===== src/rtl/mmio_timer.sv =====
// Memory-mapped 64-bit machine timer (mtime/mtimecmp + prescaler) on the data bus.
// Optional MMIO_TIMER_READ_LATCH_EN: MTIME_LO reads latch mtime[63:32] for coherent HI reads.
module mmio_timer #(
  parameter logic [31:0] BASE_ADDR  = 32'hFFFF_0000,
  parameter int unsigned PRESCALE_W = 16
) (
  input  logic        clk_i,
  input  logic        reset_n_i,
  input  logic [31:0] dmem_addr_i,
  input  logic [3:0]  dmem_write_mask_i,
  input  logic [31:0] dmem_write_data_i,
  output logic [31:0] dmem_read_data_o,
  output logic        irq_o
);

  localparam logic [3:0] OFS_MTIME_LO = 4'd0;
  localparam logic [3:0] OFS_MTIME_HI = 4'd1;
  localparam logic [3:0] OFS_CMP_LO   = 4'd2;
  localparam logic [3:0] OFS_CMP_HI   = 4'd3;
  localparam logic [3:0] OFS_CTRL     = 4'd4;
  localparam logic [3:0] OFS_PRESCALE = 4'd5;

  logic [63:0]           r_mtime;
  logic [63:0]           r_mtimecmp;
  logic                  r_en;
  logic [PRESCALE_W-1:0] r_prescale;
  logic [PRESCALE_W-1:0] r_pc;
  logic [31:0]           r_rdata;
  logic                  r_irq;
`ifdef MMIO_TIMER_READ_LATCH_EN
  logic [31:0]           r_shadow;
`endif

  logic                  w_in_win;
  logic [3:0]            w_ofs;
  logic                  w_wr;
  logic                  w_tick;
  logic [63:0]           w_mtime_inc;
  logic [63:0]           w_mtime_nxt;
  logic [63:0]           w_cmp_nxt;
  logic                  w_en_nxt;
  logic [31:0]           w_pre32;
  logic [PRESCALE_W-1:0] w_prescale_nxt;
  logic [PRESCALE_W-1:0] w_pc_nxt;
  logic [31:0]           w_rdata_nxt;
  logic                  w_unused;

  // Replace only the byte lanes enabled in the write mask.
  function automatic logic [31:0] merge_lanes(input logic [31:0] old_v,
                                              input logic [31:0] new_v,
                                              input logic [3:0]  mask);
    logic [31:0] res;
    res = old_v;
    for (int b = 0; b < 4; b++) begin
      if (mask[b]) res[8*b +: 8] = new_v[8*b +: 8];
    end
    return res;
  endfunction

  assign w_unused = ^dmem_addr_i[1:0];

  // Decode, prescaler, register update and read mux.
  always_comb begin
    w_in_win    = (dmem_addr_i[31:6] == BASE_ADDR[31:6]);
    w_ofs       = dmem_addr_i[5:2];
    w_wr        = w_in_win && (dmem_write_mask_i != 4'b0000);
    w_tick      = r_en && (r_pc == r_prescale);
    w_mtime_inc = r_mtime + 64'(w_tick);
    w_mtime_nxt = w_mtime_inc;
    w_cmp_nxt   = r_mtimecmp;
    w_en_nxt    = r_en;
    w_pre32     = merge_lanes(32'(r_prescale), dmem_write_data_i, dmem_write_mask_i);
    w_prescale_nxt = r_prescale;
    w_pc_nxt    = r_pc;
    w_rdata_nxt = 32'h0;

    if (r_en) w_pc_nxt = w_tick ? '0 : r_pc + PRESCALE_W'(1);

    if (w_wr) begin
      case (w_ofs)
        OFS_MTIME_LO: w_mtime_nxt[31:0]  = merge_lanes(w_mtime_inc[31:0], dmem_write_data_i, dmem_write_mask_i);
        OFS_MTIME_HI: w_mtime_nxt[63:32] = merge_lanes(w_mtime_inc[63:32], dmem_write_data_i, dmem_write_mask_i);
        OFS_CMP_LO:   w_cmp_nxt[31:0]    = merge_lanes(r_mtimecmp[31:0], dmem_write_data_i, dmem_write_mask_i);
        OFS_CMP_HI:   w_cmp_nxt[63:32]   = merge_lanes(r_mtimecmp[63:32], dmem_write_data_i, dmem_write_mask_i);
        OFS_CTRL:     if (dmem_write_mask_i[0]) w_en_nxt = dmem_write_data_i[0];
        OFS_PRESCALE: begin
          w_prescale_nxt = PRESCALE_W'(w_pre32);
          w_pc_nxt       = '0;
        end
        default: ;
      endcase
    end

    if (w_in_win) begin
      case (w_ofs)
        OFS_MTIME_LO: w_rdata_nxt = r_mtime[31:0];
`ifdef MMIO_TIMER_READ_LATCH_EN
        OFS_MTIME_HI: w_rdata_nxt = r_shadow;
`else
        OFS_MTIME_HI: w_rdata_nxt = r_mtime[63:32];
`endif
        OFS_CMP_LO:   w_rdata_nxt = r_mtimecmp[31:0];
        OFS_CMP_HI:   w_rdata_nxt = r_mtimecmp[63:32];
        OFS_CTRL:     w_rdata_nxt = {31'h0, r_en};
        OFS_PRESCALE: w_rdata_nxt = 32'(r_prescale);
        default:      w_rdata_nxt = 32'h0;
      endcase
    end
  end

  always_ff @(posedge clk_i or negedge reset_n_i) begin
    if (!reset_n_i) begin
      r_mtime    <= 64'h0;
      r_mtimecmp <= 64'hFFFF_FFFF_FFFF_FFFF;
      r_en       <= 1'b0;
      r_prescale <= '0;
      r_pc       <= '0;
      r_rdata    <= 32'h0;
      r_irq      <= 1'b0;
    end else begin
      r_mtime    <= w_mtime_nxt;
      r_mtimecmp <= w_cmp_nxt;
      r_en       <= w_en_nxt;
      r_prescale <= w_prescale_nxt;
      r_pc       <= w_pc_nxt;
      r_rdata    <= w_rdata_nxt;
      r_irq      <= r_en && (r_mtime >= r_mtimecmp);
    end
  end

`ifdef MMIO_TIMER_READ_LATCH_EN
  // Snapshot the high word whenever the low word is read.
  always_ff @(posedge clk_i or negedge reset_n_i) begin
    if (!reset_n_i) begin
      r_shadow <= 32'h0;
    end else if (w_in_win && (w_ofs == OFS_MTIME_LO)) begin
      r_shadow <= r_mtime[63:32];
    end
  end
`endif

  assign dmem_read_data_o = r_rdata;
  assign irq_o            = r_irq;

endmodule


===== config.mk =====
export PLATFORM = sky130hd
export DESIGN_NAME = mmio_timer
export DESIGN_NICKNAME = d
export VERILOG_FILES = /design/src/rtl/mmio_timer.sv
export SDC_FILE = /design/constraint.sdc
export NUM_CORES = 1
export LEC_CHECK = 0
export ABC_AREA = 1
export ABC_CLOCK_PERIOD_IN_PS = 2900
export BUFFER_PORTS_ARGS = -buffer_cell sky130_fd_sc_hd__buf_4
export CAP_MARGIN = 20
export CORE_ASPECT_RATIO = 1.1
export CORE_UTILIZATION = 35
export DETAILED_ROUTE_END_ITERATION = 10
export SKIP_CTS_REPAIR_TIMING = 1
export SYNTH_ARGS = -nofsm -noshare
export SYNTH_HDL_FRONTEND = slang
export SYNTH_SLANG_ARGS = --single-unit

===== constraint.sdc =====
create_clock -name clk_i -period 2.9 [get_ports clk_i]
set_input_delay 0.435 -clock clk_i [delete_from_list [all_inputs] [get_ports clk_i]]
set_output_delay 0.435 -clock clk_i [all_outputs]
set_load 0.02 [all_outputs]

==> impl_metrics.tcl, run 1 <==
set metrics [dict create \
    max_clock_freq_mhz 360 \
    detail_route.wirelength_um 42600 \
    final_layout_size_suffix_gt1_share_pct 20.3 \
    use_met1_pct 29.9 \
    gr-usage-met2_pct 41.1 \
    grt_max_degree 66 \
    vdd_drop_max_mv 0.440 \
    io_pins 103 \
    clock-sinks 194 \
    run_status "finished with violations" \
    via_count 12000 \
    start_kind "register" \
    met3_usage_pct 3.14 \
    synth_ff_type "dfrtp_1" \
    maxCapViolCount 0 \
    end_kind "register" \
    hold_viol 17 \
    grt_util_all_layers_pct 23.9 \
    p_leak_nw 6.63 \
    ys_seq_area_share_pct 39.3 \
    p_per_area_mw_per_mm2 369 \
    place_congestion 0.964 \
    dieArea_mm2 0.0366 \
    layout_common_cells "nand2_1, inv_1, buf_4" \
    critPathRequiredTime_ps 3270 \
    layout-area-overhead-vs-synth_pct 21.2 \
    fin_skew_ps 11.5 \
    clockBufferDepth 2 \
    grt-busiest-layer "met2" \
    die_w_um 183 \
    wl_per_cell_um 18.0 \
    yosysWarningCount 0 \
    finalSetupViolCount 0 \
    cp_max_fo 3 \
    diodes 0 \
    layout.cells.non_filler 2371 \
    crit_family "simple AND/OR/NAND/NOR gates" \
    hpwl_um 33800 \
    portBuffers 100 \
    relSlewSlack_pct 55.9 \
    antenna_found_initial 0 \
    crit_buf_inv 4 \
    final_util_pct 43.2 \
    numCtsBuffers 17 \
    finalCriticalPeriod_ps 2780 \
    maxSlewViolCount 0 \
    crit_chain "xor2_2 -> nor4_2 -> nand3_1 -> nor3_2 -> buf_4 -> ha_4 -> ha_4 -> nand3_4 -> nor2_2 -> inv_1 -> nor3_2 -> buf_4 -> nand3_1 -> nand2_1 -> nand3_1 -> nand2_1 -> inv_1" \
    worst_slew_pin_slew_ps 661 \
    async_reset_ff_share_pct 100 \
    avgSynthCellArea_um2 7.35 \
    syn-cell-area_mm2 0.0125 \
    violations "negative hold slack" \
    rsz0062_at_grt "yes" \
    fin_ws_ps 120 \
    rows 72 \
    cpMostUsedCell "nand3_1" \
    post-route-period-util_pct 95.9 \
    h-tree-depth 4 \
    cts_tree "done" \
    path_clk_slew_ps 70 \
    start_util_pct 35.6 \
    drc 0 \
    globalRouteOverflowTotal 0 \
    pre_cts_ws_ps -171 \
    synth_fp_nets 1845 \
    fin_nets 2014 \
    synth_cells 1708 \
    fp.dieH_um 201 \
    final.setup.tns_ps 0 \
    core_area_mm2 0.0352 \
    crit_path_top_delay_cell "dfrtp_1" \
    dp.cells 2337 \
    critPathMaxStageDelay_ps 410 \
    synth_cell_type_count 42 \
    grt_pass1_wl_um 65800 \
    min_path_type "input pin to asynchronous set/reset pin" \
    ant_nets 0 \
    clk_latency_ps 460 \
    grt_pass1_vias 11600 \
    ys_seq_elements 194 \
    drt_iter0_markers 864 \
    critPathKind "register to register" \
    final_common_cell "nand2_1" \
    hold_slack_ps -29.4 \
    drtPass1Iterations 5 \
    viasPerCell 5.08 \
    clockRootBuffer "clkbuf_16" \
    synth-edff-count 0 \
    arrival_ps 3150 \
]
## routing by layer
metal	vias to the layer above	wire [um]
met5	-	0
met4	0	1440
met3	72	1860
met2	327	21000
met1	5753	18200
li1	5882	-
## worst register-to-register path: stages (launching register included)
cell and delay [ps]:
dfrtp_1 410, xor2_2 200, nor4_2 280, nand3_1 130
nor3_2 220, buf_4 150, ha_4 140, ha_4 150
nand3_4 80, nor2_2 150, inv_1 100, nor3_2 180
buf_4 170, nand3_1 70, nand2_1 90, nand3_1 80
nand2_1 60, inv_1 40
## state kept, by name, summed over array words and instances, names as in the netlist
register / cells
irq_o: 1
r_pc: 16
r_prescale: 16
dmem_read_data_o: 32
r_mtimecmp: 64
r_mtime: 64
r_en: 1
## cell usage after synthesis, drive strengths merged (2+ instances only)
cell type  count  area [um^2]
clkinv         3         11.3
xnor2         15          131
o22ai         15         93.8
a21oi         54          270
dfstp         64         1680
nand3b         5         37.5
buf           13          111
nor3          42          226
a31oi         14         87.6
inv          233          875
or2            8         50.1
xor2          37          324
ha            67          838
o21a           2         15.0
o21ai        151          913
a21o           2         15.0
clkbuf        21         78.8
dfrtp        130         3250
nand2        503         1890
nor2         184          701
nand4         30          194
nor4           2         12.5
a41oi         13          114
a221oi         7         61.3
nand3         89          531
## cell families (layout without fill, tap and decap cells)
family	Yosys count	after routing	synth area share, %
compound gates	260	260	12.6
flops	194	194	39.3
xor+xnor	52	52	3.63
buf+inv	270	452	8.58
simple gates	865	865	29.1
fa+ha+maj	67	67	6.68
## layout make-up
class | count | area [um^2]
Clock buffer | 21 | 460
Clock inverter | 11 | 150
Fill cell | 3647 | 20000
Inverter | 236 | 886
Multi-Input combinational cell | 1244 | 6740
Sequential cell | 194 | 4930
Tap cell | 481 | 602
Timing Repair Buffer | 184 | 1430
## worst paths after layout
kind                                        from                   to  slack (ps)  cells after the start
min in group clk_i         dmem_write_data_i[20]          r_mtime[52]         190                      3
min                                    reset_n_i  dmem_read_data_o[0]         -30                      1
min reg2reg                       r_mtimecmp[43]       r_mtimecmp[43]         480                      2
max                                     r_pc[12]          r_mtime[54]         120                     17
max reg2reg                             r_pc[12]          r_mtime[54]         120                     17
max in group asynchronous              reset_n_i       r_mtimecmp[29]        2090                      2
## report_power, final
group | internal [mW] | leakage, nW | switching, mW
Combinational | 0.125 | 3.96 | 0.233
Clock | 1.41 | 0.294 | 1.11
Sequential | 2.72 | 2.38 | 0.0122
## metrics by stage
step           cell area [um^2]  total power [mW]
2_1_floorplan             12500              2.91
3_3_place_gp              14400              3.14
3_5_place_dp              14400              3.14
4_1_cts                   15000              5.67
5_1_grt                   15200              5.80
6_report                  15200              5.61
Note: power is estimated with default switching activity, not from simulation.
==> inputs of run 2 (changes only) <==
--- a/config.mk
+++ b/config.mk
@@ -10,8 +10,10 @@
 export BUFFER_PORTS_ARGS = -buffer_cell sky130_fd_sc_hd__buf_4
 export CAP_MARGIN = 20
 export CORE_ASPECT_RATIO = 1.1
+export CORE_MARGIN = 2
 export CORE_UTILIZATION = 35
 export DETAILED_ROUTE_END_ITERATION = 10
+export SETUP_SLACK_MARGIN = 0.2
 export SKIP_CTS_REPAIR_TIMING = 1
 export SYNTH_ARGS = -nofsm -noshare
 export SYNTH_HDL_FRONTEND = slang
==> run 2 against run 1 <==
Net effect:
- the run now ends clean
- sequential cell count is the same
- worst hold slack better by 41 ps
- final area is 0.46% higher
- sequential power about the same
- critical path depth is 1 lower
- wire length is 1.1% lower
- core utilization is 0.20 points higher
- clock skew barely moved
- cell count is 0.13% higher
- worst setup slack worse by 7.3 ps
- sequential share of layout area down 0.15 points
- largest cell class unchanged
==> impl_metrics.tcl, run 2 (synthesis results as in run 1) <==
set metrics [dict create \
    max_clock_freq_mhz 359 \
    rows 72 \
    hpwl_um 33400 \
    clockRootBuffer "clkbuf_16" \
    cts_tree "done" \
    drc 0 \
    crit_buf_inv 2 \
    r2r_start "r_pc[12]" \
    clockBufferDepth 2 \
    rr_endpoint "r_mtime[44]" \
    fin_nets 2017 \
    dr_wl_met2_um 20700 \
    drt_iter0_markers 780 \
    via_count 11800 \
    h-tree-depth 4 \
    relSlewSlack_pct 54.0 \
    critPathMaxStageDelay_ps 400 \
    end_kind "register" \
    dieArea_mm2 0.0374 \
    final.setup.tns_ps 0 \
    crit_path_top_delay_cell "dfrtp_1" \
    io_pins 103 \
    clk_latency_ps 460 \
    post-route-period-util_pct 96.1 \
    detail_route.wirelength_um 42100 \
    layout-area-overhead-vs-synth_pct 21.8 \
    rsz0062_at_grt "yes" \
    diodes 0 \
    p_per_area_mw_per_mm2 368 \
    critPathRequiredTime_ps 3280 \
    ant_nets 0 \
    portBuffers 100 \
    grt_max_degree 81 \
    highest_layer "met4" \
    path_clk_slew_ps 70 \
    hold_viol 0 \
    final_layout_size_suffix_gt1_share_pct 21.1 \
    cp_max_fo 3 \
    min_path_type "input pin to asynchronous set/reset pin" \
    maxCapViolCount 0 \
    grt_pass1_vias 11600 \
    viasPerCell 4.99 \
    final_util_pct 43.4 \
    wl_per_cell_um 17.7 \
    finalCriticalPeriod_ps 2790 \
    grt_util_all_layers_pct 23.3 \
    arrival_ps 3170 \
    crit_chain "xor2_1 -> nor4_2 -> nand3_1 -> nor3_2 -> buf_4 -> ha_4 -> ha_4 -> nand3_4 -> nor2_4 -> nand2_2 -> nor2_4 -> buf_6 -> nand4_1 -> nand2_1 -> nand2_1 -> o21ai_1" \
    globalRouteOverflowTotal 0 \
    wl_met1_um 18000 \
    cp-startpoint "r_pc[12]" \
    fin_skew_ps 11.4 \
    drtPass1Iterations 5 \
    cp-endpoint "r_mtime[44]" \
    fp.dieH_um 203 \
    finalSetupViolCount 0 \
    start_kind "register" \
    maxSlewViolCount 0 \
    numCtsBuffers 17 \
    grt_pass1_wl_um 65700 \
    p_leak_nw 6.70 \
    critPathKind "register to register" \
    fin_area_mm2 0.0153 \
    final_common_cell "nand2_1" \
    clock-sinks 194 \
    wl_met3_um 1880 \
    placed_area_mm2 0.0144 \
    antenna_found_initial 0 \
    die_w_um 185 \
    hold_slack_ps 11.6 \
    crit_family "simple AND/OR/NAND/NOR gates" \
    reg2reg_slack_ps 110 \
    worst_r2r_path_depth 16 \
    worst_slew_pin_slew_ps 690 \
    start_util_pct 35.6 \
    cp_num_cells 16 \
    vdd_drop_max_mv 0.439 \
    core_area_mm2 0.0352 \
    run_status "completed" \
    place_congestion 0.984 \
    layout_common_cells "nand2_1, inv_1, buf_4" \
]
run 2: worst min path at each step:
stage / cells after the start / startpoint / slack (ps) / endpoint
after global placement: 2 / r_mtimecmp[41] / 460 / r_mtimecmp[41]
after floorplan: 0 / reset_n_i / 140 / dmem_read_data_o[0]
final: 1 / reset_n_i / 10 / r_prescale[1]
after global routing: 1 / reset_n_i / 60 / r_prescale[2]
after detailed placement: 2 / r_mtimecmp[46] / 470 / r_mtimecmp[46]
after CTS: 1 / reset_n_i / 30 / r_mtime[1]
run 2: cell type report:
class	count	area, um^2
repair buffers	187	1440
clock buffers	21	480
multi-input cells	1244	6790
clock inverters	11	141
inverters	236	888
fillers	3637	19900
flip-flops and latches	194	4930
well taps	481	602
run 2: layer usage:
metal	vias up	track usage, %
li1	5877	-
met1	5623	29.4
met2	287	39.6
met3	62	3.91
met4	0	9.00
met5	-	0
run 2: where the power goes:
part	internal, mW	leakage [nW]	switching [mW]	total, mW
Clock	1.39	0.309	1.14	2.53
Combinational	0.126	4.01	0.231	0.357
Sequential	2.72	2.38	0.0122	2.74
run 2: per-stage QoR:
stage	std cells	total power [mW]	setup WS (ps)
after floorplan	1708	2.91	263
after detailed placement	2338	3.14	-191
after global placement	2338	3.14	-138
after global routing	2374	5.83	-65.5
after CTS	2370	5.68	-220
final	2374	5.62	113
==> inputs of run 3 (changes only) <==
--- a/config.mk
+++ b/config.mk
@@ -11,8 +11,9 @@
 export CAP_MARGIN = 20
 export CORE_ASPECT_RATIO = 1.1
 export CORE_MARGIN = 2
-export CORE_UTILIZATION = 35
+export CORE_UTILIZATION = 61
 export DETAILED_ROUTE_END_ITERATION = 10
+export PLACE_DENSITY = 0.81
 export SETUP_SLACK_MARGIN = 0.2
 export SKIP_CTS_REPAIR_TIMING = 1
 export SYNTH_ARGS = -nofsm -noshare
==> run 3 against run 2 <==
Net effect:
- non-clock buffer count up 6
- clock power decreased by 2%
- power is 0.84% lower
- clock skew grew 5.4 ps
- worst setup slack worse by 35 ps
- combinational power increased by 4%
- fmax fell by 1.3%
- worst hold slack gained 15 ps
- global-route usage is 15 points higher
- first-iteration DRC count is 22% higher
- sequential power about the same
- final area grew 0.74%
==> impl_metrics.tcl, run 3 (synthesis results as in run 1) <==
set metrics [dict create \
    rsz0062_at_grt "yes" \
    arrival_ps 3190 \
    p_sw_mw 1.46 \
    die_w_um 141 \
    viasPerCell 5.94 \
    final_common_cell "nand2_1" \
    fin_ws_ps 77.5 \
    hold_viol 0 \
    r2r_start "r_prescale[2]" \
    critPathKind "register to register" \
    end_kind "register" \
    maxSlewViolCount 0 \
    fin_skew_ps 16.8 \
    drt_iter0_markers 952 \
    finalCriticalPeriod_ps 2820 \
    p_leak_nw 6.87 \
    detail_route.wirelength_um 42800 \
    portBuffers 100 \
    core_area_mm2 0.0204 \
    p_seq_share_pct 49.1 \
    layout_common_cells "nand2_1, inv_1, buf_4" \
    grt_util_all_layers_pct 38.7 \
    path_clk_slew_ps 80 \
    fp.dieH_um 154 \
    cp-endpoint "r_mtime[44]" \
    place_congestion 0.985 \
    maxCapViolCount 0 \
    grt_pass1_vias 12300 \
    run_status "completed" \
    antenna_found_initial 0 \
    final.setup.tns_ps 0 \
    final_layout_size_suffix_gt1_share_pct 23.4 \
    drc 0 \
    drtPass1Iterations 10 \
    clk_latency_ps 450 \
    power_frac_comb_pct 6.6 \
    start_kind "register" \
    relSlewSlack_pct 45.8 \
    h-tree-depth 4 \
    clockBufferDepth 2 \
    start_util_pct 61.6 \
    ant_nets 0 \
    layout-area-overhead-vs-synth_pct 22.7 \
    reg2reg_slack_ps 80 \
    worst_r2r_path_depth 18 \
    numCtsBuffers 17 \
    swShare_pct 26.2 \
    power_mw 5.57 \
    wl_per_cell_um 19.9 \
    via_count 12800 \
    dieArea_mm2 0.0217 \
    worst_slew_pin_slew_ps 813 \
    post-route-period-util_pct 97.3 \
    finalSetupViolCount 0 \
    critPathRequiredTime_ps 3270 \
    rr_endpoint "r_mtime[44]" \
    final_util_pct 75.6 \
    cp_max_fo 3 \
    globalRouteOverflowTotal 0 \
    vdd_drop_max_mv 0.382 \
    diodes 0 \
    fin_area_mm2 0.0154 \
    fin_nets 2023 \
    max_clock_freq_mhz 354 \
    cp-startpoint "r_prescale[2]" \
    pre_cts_ws_ps -143 \
    clock-sinks 194 \
    cts_tree "done" \
    clkPwrFrac_pct 44.3 \
    placed_area_mm2 0.0141 \
    grt_pass1_wl_um 64600 \
    p_per_area_mw_per_mm2 362 \
    grt_max_degree 97 \
    p_int_mw 4.11 \
    min_path_type "input pin to asynchronous set/reset pin" \
    io_pins 103 \
    clockRootBuffer "clkbuf_16" \
    hpwl_um 32000 \
    rows 55 \
]
run 3: cell types whose count changed in the layout (fill, tap and decap cells not counted), sizes merged:
cell / previous run / this run
buf: 186 / 192
clkbuf: 22 / 19
clkinvlp: 0 / 2
bufinv: 2 / 1
clkinv: 6 / 7
inv: 239 / 240
run 3: per-layer routing:
layer,part of all wire [%],track usage (%),vias up
met5,0,0,-
met1,37,46.2,6046
li1,-,-,5894
met4,6.6,24.6,0
met2,49,66.3,655
met3,7.3,4.89,208
run 3: worst min-delay path by stage:
stage | from | endpoint | slack, ps | cells after the start
global placement | r_mtimecmp[40] | r_mtimecmp[40] | 460 | 2
global route | reset_n_i | r_prescale[2] | 100 | 1
floorplan | reset_n_i | dmem_read_data_o[0] | 140 | 0
finish | reset_n_i | dmem_read_data_o[1] | 30 | 1
CTS | reset_n_i | dmem_read_data_o[1] | 90 | 1
detailed placement | r_mtimecmp[46] | r_mtimecmp[46] | 470 | 2
run 3: layout make-up:
class | count | area [um^2]
multi-input cells | 1244 | 7090
fillers | 1562 | 4980
flip-flops and latches | 194 | 4930
repair buffers | 193 | 1550
inverters | 236 | 896
clock buffers | 18 | 439
well taps | 256 | 320
clock inverters | 14 | 166
run 3: through the flow:
step                hold slack (ps)  instances
floorplan                       139       1708
global placement                462       2112
detailed placement              465       2112
CTS                            94.7       2144
global route                    105       2155
finish                         27.1       2155
run 3: power by group through the flow:
stage               Combinational, mW  Sequential (mW)  Clock, mW
floorplan                       0.129             2.78          0
global placement                0.350             2.78          0
detailed placement              0.359             2.78          0
CTS                             0.360             2.73       2.46
global route                    0.409             2.74       2.56
finish                          0.370             2.73       2.47
run 3: worst max-delay path, cell delays in order (launching register included):
cell and delay [ps]:
dfrtp_1 390, inv_2 90, or2_4 150, nand2_4 50, nor4_4 210, nand3_1 120
nor3_2 180, buf_4 160, ha_4 170, ha_4 160, nand3_4 100, nor2_4 150
nand2_2 90, nor2_4 150, buf_6 130, nand4_1 150, nand2_1 110, nand2_1 50
o21ai_1 110
